`config.mk`:
```
export PLATFORM = sky130hd
export DESIGN_NAME = shift_sub_divider
export DESIGN_NICKNAME = d
export VERILOG_FILES = /design/src/rtl/shift_sub_divider.sv
export SDC_FILE = /design/constraint.sdc
export NUM_CORES = 1
export LEC_CHECK = 0
export BUFFER_PORTS_ARGS = -buffer_cell sky130_fd_sc_hd__buf_4
export CAP_MARGIN = 40
export CORE_ASPECT_RATIO = 2
export CORE_MARGIN = 4
export CORE_UTILIZATION = 30
export CTS_BUF_LIST = sky130_fd_sc_hd__clkbuf_8
export CTS_CLUSTER_DIAMETER = 150
export DETAILED_ROUTE_END_ITERATION = 8
export HOLD_SLACK_MARGIN = 0.06
export PLACE_DENSITY = 0.46
export SETUP_SLACK_MARGIN = 0.5
export SLEW_MARGIN = 10
export SYNTH_ARGS = -nofsm -noshare
export SYNTH_HDL_FRONTEND = slang
export SYNTH_SLANG_ARGS = --single-unit
```
`constraint.sdc`:
```
create_clock -name clk -period 5.1 [get_ports clk]
set_clock_uncertainty 0.15 [all_clocks]
set_input_delay 0.51 -clock clk [delete_from_list [all_inputs] [get_ports clk]]
set_output_delay 0.51 -clock clk [all_outputs]
set_load 0.01 [all_outputs]
```
`src/rtl/shift_sub_divider.sv`:
```
`default_nettype none
// ============================================================================
// Module   : shift_sub_divider
// Purpose  : Sequential restoring divider with an integrated controller FSM.
//            One shift/subtract/restore iteration per clock. It returns the
//            quotient, the remainder and a divide-by-zero flag, then pulses
//            done for one cycle.
// Options  : SHIFT_SUB_SIGNED_EN - when defined, the operands are two's
//            complement and the division truncates toward zero. When it is
//            not defined, the divider is purely unsigned.
// Ports    : clk            - system clock (rising edge)
//            rst_n          - asynchronous active-low reset
//            start          - division request, sampled only when idle
//            dividend_in    - WIDTH-bit dividend
//            divisor_in     - WIDTH-bit divisor
//            busy           - high while an operation is in RUN or DONE
//            done           - one-cycle pulse when the results are valid
//            div_by_zero    - the last operation had a zero divisor
//            quotient_out   - quotient of the last operation
//            remainder_out  - remainder of the last operation
// Revision : 1.0 - initial release
// ============================================================================
module shift_sub_divider #(
  parameter int WIDTH = 4
) (
  input  logic             clk,
  input  logic             rst_n,
  input  logic             start,
  input  logic [WIDTH-1:0] dividend_in,
  input  logic [WIDTH-1:0] divisor_in,
  output logic             busy,
  output logic             done,
  output logic             div_by_zero,
  output logic [WIDTH-1:0] quotient_out,
  output logic [WIDTH-1:0] remainder_out
);

  localparam int CW = $clog2(WIDTH + 1);

  typedef enum logic [1:0] {
    S_IDLE = 2'd0,
    S_RUN  = 2'd1,
    S_DONE = 2'd2
  } state_t;

  state_t           r_state;
  logic [WIDTH:0]   r_a;       // partial remainder, top bit is the sign
  logic [WIDTH-1:0] r_q;       // dividend shifting out, quotient shifting in
  logic [WIDTH-1:0] r_m;       // divisor
  logic [CW-1:0]    r_count;
  logic             r_done;
  logic             r_dbz;
  logic [WIDTH-1:0] r_quot;
  logic [WIDTH-1:0] r_rem;

  // One iteration. The subtraction is one bit wider than A, so A's own sign
  // bit takes part in it and the borrow lands in the top bit.
  logic [WIDTH+1:0] w_shift;
  logic [WIDTH+1:0] w_diff;
  logic             w_neg;
  logic [WIDTH:0]   w_next_a;
  logic [WIDTH-1:0] w_next_q;

  assign w_shift  = {r_a, r_q[WIDTH-1]};
  assign w_diff   = w_shift - {2'b00, r_m};
  assign w_neg    = w_diff[WIDTH+1];
  assign w_next_a = w_neg ? w_shift[WIDTH:0] : w_diff[WIDTH:0];
  assign w_next_q = {r_q[WIDTH-2:0], ~w_neg};

  // The core always divides magnitudes. The signed build corrects the signs
  // while the results are latched, so the latency does not change.
  logic [WIDTH-1:0] w_dvd_mag;
  logic [WIDTH-1:0] w_dvs_mag;
  logic [WIDTH-1:0] w_q_res;
  logic [WIDTH-1:0] w_r_res;

`ifdef SHIFT_SUB_SIGNED_EN
  logic r_neg_q;   // operand signs differ
  logic r_neg_r;   // dividend was negative

  // The magnitude of the most-negative value wraps to 2^(WIDTH-1). That value
  // is still correct when it is read as unsigned.
  always_comb begin
    w_dvd_mag = dividend_in[WIDTH-1] ? -dividend_in : dividend_in;
    w_dvs_mag = divisor_in[WIDTH-1]  ? -divisor_in  : divisor_in;
    w_q_res   = r_neg_q ? -w_next_q : w_next_q;
    w_r_res   = r_neg_r ? -w_next_a[WIDTH-1:0] : w_next_a[WIDTH-1:0];
  end
`else
  always_comb begin
    w_dvd_mag = dividend_in;
    w_dvs_mag = divisor_in;
    w_q_res   = w_next_q;
    w_r_res   = w_next_a[WIDTH-1:0];
  end
`endif

  always_ff @(posedge clk or negedge rst_n) begin
    if (!rst_n) begin
      r_state <= S_IDLE;
      r_a     <= '0;
      r_q     <= '0;
      r_m     <= '0;
      r_count <= '0;
      r_done  <= 1'b0;
      r_dbz   <= 1'b0;
      r_quot  <= '0;
      r_rem   <= '0;
`ifdef SHIFT_SUB_SIGNED_EN
      r_neg_q <= 1'b0;
      r_neg_r <= 1'b0;
`endif
    end else begin
      r_done <= 1'b0;
      case (r_state)
        S_IDLE: begin
          if (start) begin
            if (divisor_in == '0) begin
              // Zero divisor: the results are fixed, so skip the iterations.
              r_quot  <= '1;
              r_rem   <= dividend_in;
              r_dbz   <= 1'b1;
              r_state <= S_DONE;
            end else begin
              r_m     <= w_dvs_mag;
              r_q     <= w_dvd_mag;
              r_a     <= '0;
              r_count <= CW'(WIDTH);
              r_dbz   <= 1'b0;
`ifdef SHIFT_SUB_SIGNED_EN
              r_neg_q <= dividend_in[WIDTH-1] ^ divisor_in[WIDTH-1];
              r_neg_r <= dividend_in[WIDTH-1];
`endif
              r_state <= S_RUN;
            end
          end
        end
        S_RUN: begin
          r_a     <= w_next_a;
          r_q     <= w_next_q;
          r_count <= r_count - 1'b1;
          if (r_count == CW'(1)) begin
            r_quot  <= w_q_res;
            r_rem   <= w_r_res;
            r_state <= S_DONE;
          end
        end
        S_DONE: begin
          r_done  <= 1'b1;
          r_state <= S_IDLE;
        end
        default: r_state <= S_IDLE;
      endcase
    end
  end

  assign busy          = (r_state != S_IDLE);
  assign done          = r_done;
  assign div_by_zero   = r_dbz;
  assign quotient_out  = r_quot;
  assign remainder_out = r_rem;

endmodule
`default_nettype wire

```
==> impl_results.md <==
* Final HPWL DP at 2575 um
* GR Util met2 at 21.52%
* Clk root buf: clkbuf_8
* Number of vias after detailed routing at 1102
* Total GRT Usage at 11.66%
* Leakage at 0.8076 nW
* Die ar. at 6138 um^2
* Worst Path Arrival at 2210 ps
* Routed Antenna Nets at 0
* Fmax at 458.1 MHz
* Wire per inst at 15.00 um
* VDD IR max at 0.0003162 V
* Syn Area/Cell at 10.18 um^2
* DRC viols at 0
* Max-slew violation total from the final report at 0
* M1 GR Usage at 13.45%
* Layout cell share with drive strength beyond 1 at 21.82%
* Hold Vio Cnt, Final at 0
* Mapped cell area at 1466 um^2
* Vias per cell at 5.009
* Port bufs at 21
* WP data required at 5120 ps
* Initial antenna violation count at 0
* Worst Path Class, Setup: register to register
* Yosys reg bits at 28
* Largest net degree at the start of global routing at 29
* Total Wirelength at 3301 um
* Gr busiest metal: met2
* First-pass GRT wire length at 5630 um
* Yosys warns at 0
* I/O Pins at 22
* CP Max Fanout at 6
* Synthesis-to-finish area growth at 19.11%
* Fill cell count at 480
* Number of synthesized flops with an enable pin at 0
* Seq/Total Area, Yosys at 47.78%
* Drt first pass iters at 4
* Min Tclk post-route at 2183 ps
* Syn_nets at 162
* CP Launch Type: register
* Final RePlAce weighted congestion at 0.7232
* Final net count at 184
* Final setup fails at 0
* Critical Path End Type: register
* Grt ovf at 0
* PnR Total Power at 1.282 mW
* Final Cycle Share at 42.80%
* Worst Tran Pin Value at 849.4 ps
* Num CTS Buffers at 3
* Site Rows at 35
* Outcome: finished, final reports clean
* Die width at 57.44 um
* Initial Util at 31.30%
* RSZ-0062 raised after global routing: false
* # Max-Cap Violations at 0
* Clock Sink Count at 28
* Die H at 106.9 um
* Max_slew headroom at 43.25%
* Cells after Synth at 144
* Vias in the first global route at 1223
* Grt met3 use at 1.205%
* CTS Buffer Depth at 2
* Post-DP Area at 1665 um^2
* 1st-iter DRT viols at 11
* Core ar. at 4686 um^2
* CTS tree: built
* Design area at 1747 um^2
* PwrDens at 733.7 nW/um^2
* Clock transition at the registers of the reported paths at 100 ps
* Setup TNS at 0 ps
* # H-tree levels at 1
* Clk Latency, worst-skew pair at 270 ps
* Post-CTS Setup Bufs at 0
* Min-delay worst type: input port to register
* Ys flop type: dfrtp_1
* Async SR Flop Fraction at 100.0%
* Unique cell type count in the Yosys netlist at 41
* Antenna Cells at 0
[cell families (layout without fill, tap and decap cells)]
logic type / after synthesis / in the layout / synth area share (%)
AOI/OAI and AO/OA: 33 / 33 / 14.85
xor gates and xnor gates: 2 / 2 / 1.195
adders and majority gates: 7 / 7 / 6.485
buffers and inverters: 13 / 34 / 3.925
DFF: 28 / 28 / 47.78
muxes: 11 / 11 / 8.106
and+or+nand+nor: 50 / 50 / 17.66
[cell usage after synthesis, types with 2 or more instances]
master / instances / area (um^2)
inv_1: 8 / 30.03
nor2b_1: 4 / 25.02
mux2i_1: 7 / 70.07
buf_4: 2 / 15.01
a31oi_1: 3 / 18.77
nor3b_1: 3 / 22.52
mux2_2: 3 / 33.78
xor2_1: 2 / 17.52
nor2_1: 11 / 41.29
o22a_1: 2 / 17.52
ha_1: 6 / 75.07
nand3b_1: 2 / 15.01
a21o_1: 3 / 22.52
nor4_1: 2 / 12.51
a21oi_1: 9 / 45.04
o21ai_0: 7 / 35.03
dfrtp_1: 28 / 700.7
clkbuf_1: 2 / 7.510
nand2_1: 18 / 67.56
[power by group]
part / switching (mW) / total, mW / internal (mW)
Combinational: 0.374 / 0.702 / 0.329
Sequential: 0.0770 / 0.406 / 0.329
Clock: 0.0684 / 0.173 / 0.105
Total: 0.519 / 1.28 / 0.763
[registers in the layout (all words and copies together) (netlist names)]
| register | count |
|---|---|
| r_count | 3 |
| r_m | 4 |
| r_q | 4 |
| div_by_zero | 1 |
| r_state | 2 |
| quotient_out | 4 |
| remainder_out | 4 |
| r_a | 5 |
| done | 1 |
[routing by layer]
metal / up-vias / wire (um)
met5: - / 0
met4: 0 / 28
met3: 2 / 66
met2: 15 / 1844
met1: 543 / 1361
li1: 542 / -
[critical path: stages, from the launching register on]
cell and delay, ps:
dfrtp_1 410, ha_1 360, a211o_1 320, a21oi_2 190, nand3_4 150, mux2_4 340, o22a_1 150
[area by class of cell]
cell class              instances  area, um^2  share of cell area (%)
flip-flops and latches         28       700.7                   40.11
clock buffers                   3       41.29                   2.364
repair buffers                 22       167.7                   9.599
inverters                       8       30.03                   1.719
multi-input cells             103       708.2                   40.54
well taps                      55       68.82                   3.940
clock inverters                 1       30.03                   1.719
[placed cells by master (no fill, tap or decap), types with 2 or more instances in the layout]
cell type / Yosys / routed
a31oi_1: 3 / 3
ha_1: 6 / 6
nor4_1: 2 / 2
nand3b_1: 2 / 2
nand2_1: 18 / 18
a21o_1: 3 / 3
xor2_1: 2 / 2
nor2_1: 11 / 11
dfrtp_1: 28 / 28
nor2b_1: 4 / 4
clkbuf_8: 0 / 3
inv_1: 8 / 8
mux2i_1: 7 / 7
o22a_1: 2 / 2
nor3b_1: 3 / 3
o21ai_0: 7 / 7
mux2_2: 3 / 3
buf_4: 2 / 21
a21oi_1: 9 / 9
[per-stage QoR]
| stage | utilization (%) | std cells | hold WS, ps | setup slack, ps |
|---|---|---|---|---|
| after floorplan | - | 144 | 64.41 | 3043 |
| after global placement | 35.54 | 215 | 298.4 | 2930 |
| after detailed placement | 35.54 | 215 | 305.2 | 2915 |
| after CTS | 37.28 | 220 | 317.3 | 2898 |
| after global routing | 37.28 | 220 | 314.5 | 2772 |
| final | 37.28 | 220 | 326.9 | 2917 |
[final timing paths]
| kind | start | end | slack (ps) | depth (start not counted) |
|---|---|---|---|---|
| worst min-delay path | divisor_in[3] | r_m[3] | 330 | 2 |
| worst max register to register | r_a[2] | remainder_out[3] | 2920 | 6 |
| min in group asynchronous | rst_n | quotient_out[2] | 530 | 2 |
| worst min register to register | r_m[3] | r_m[3] | 370 | 1 |
| max in group asynchronous | rst_n | r_a[1] | 3990 | 2 |
| worst max-delay path | r_a[2] | remainder_out[3] | 2920 | 6 |
[what timing repair did]
action / CTS / global route
hold endpoints to repair: 28 / 0
gates resized for setup: 0 / 0
hold buffers: 1 / 0
setup endpoints to repair: 0 / 0
No activity file was read; power rests on OpenSTA's default activity.
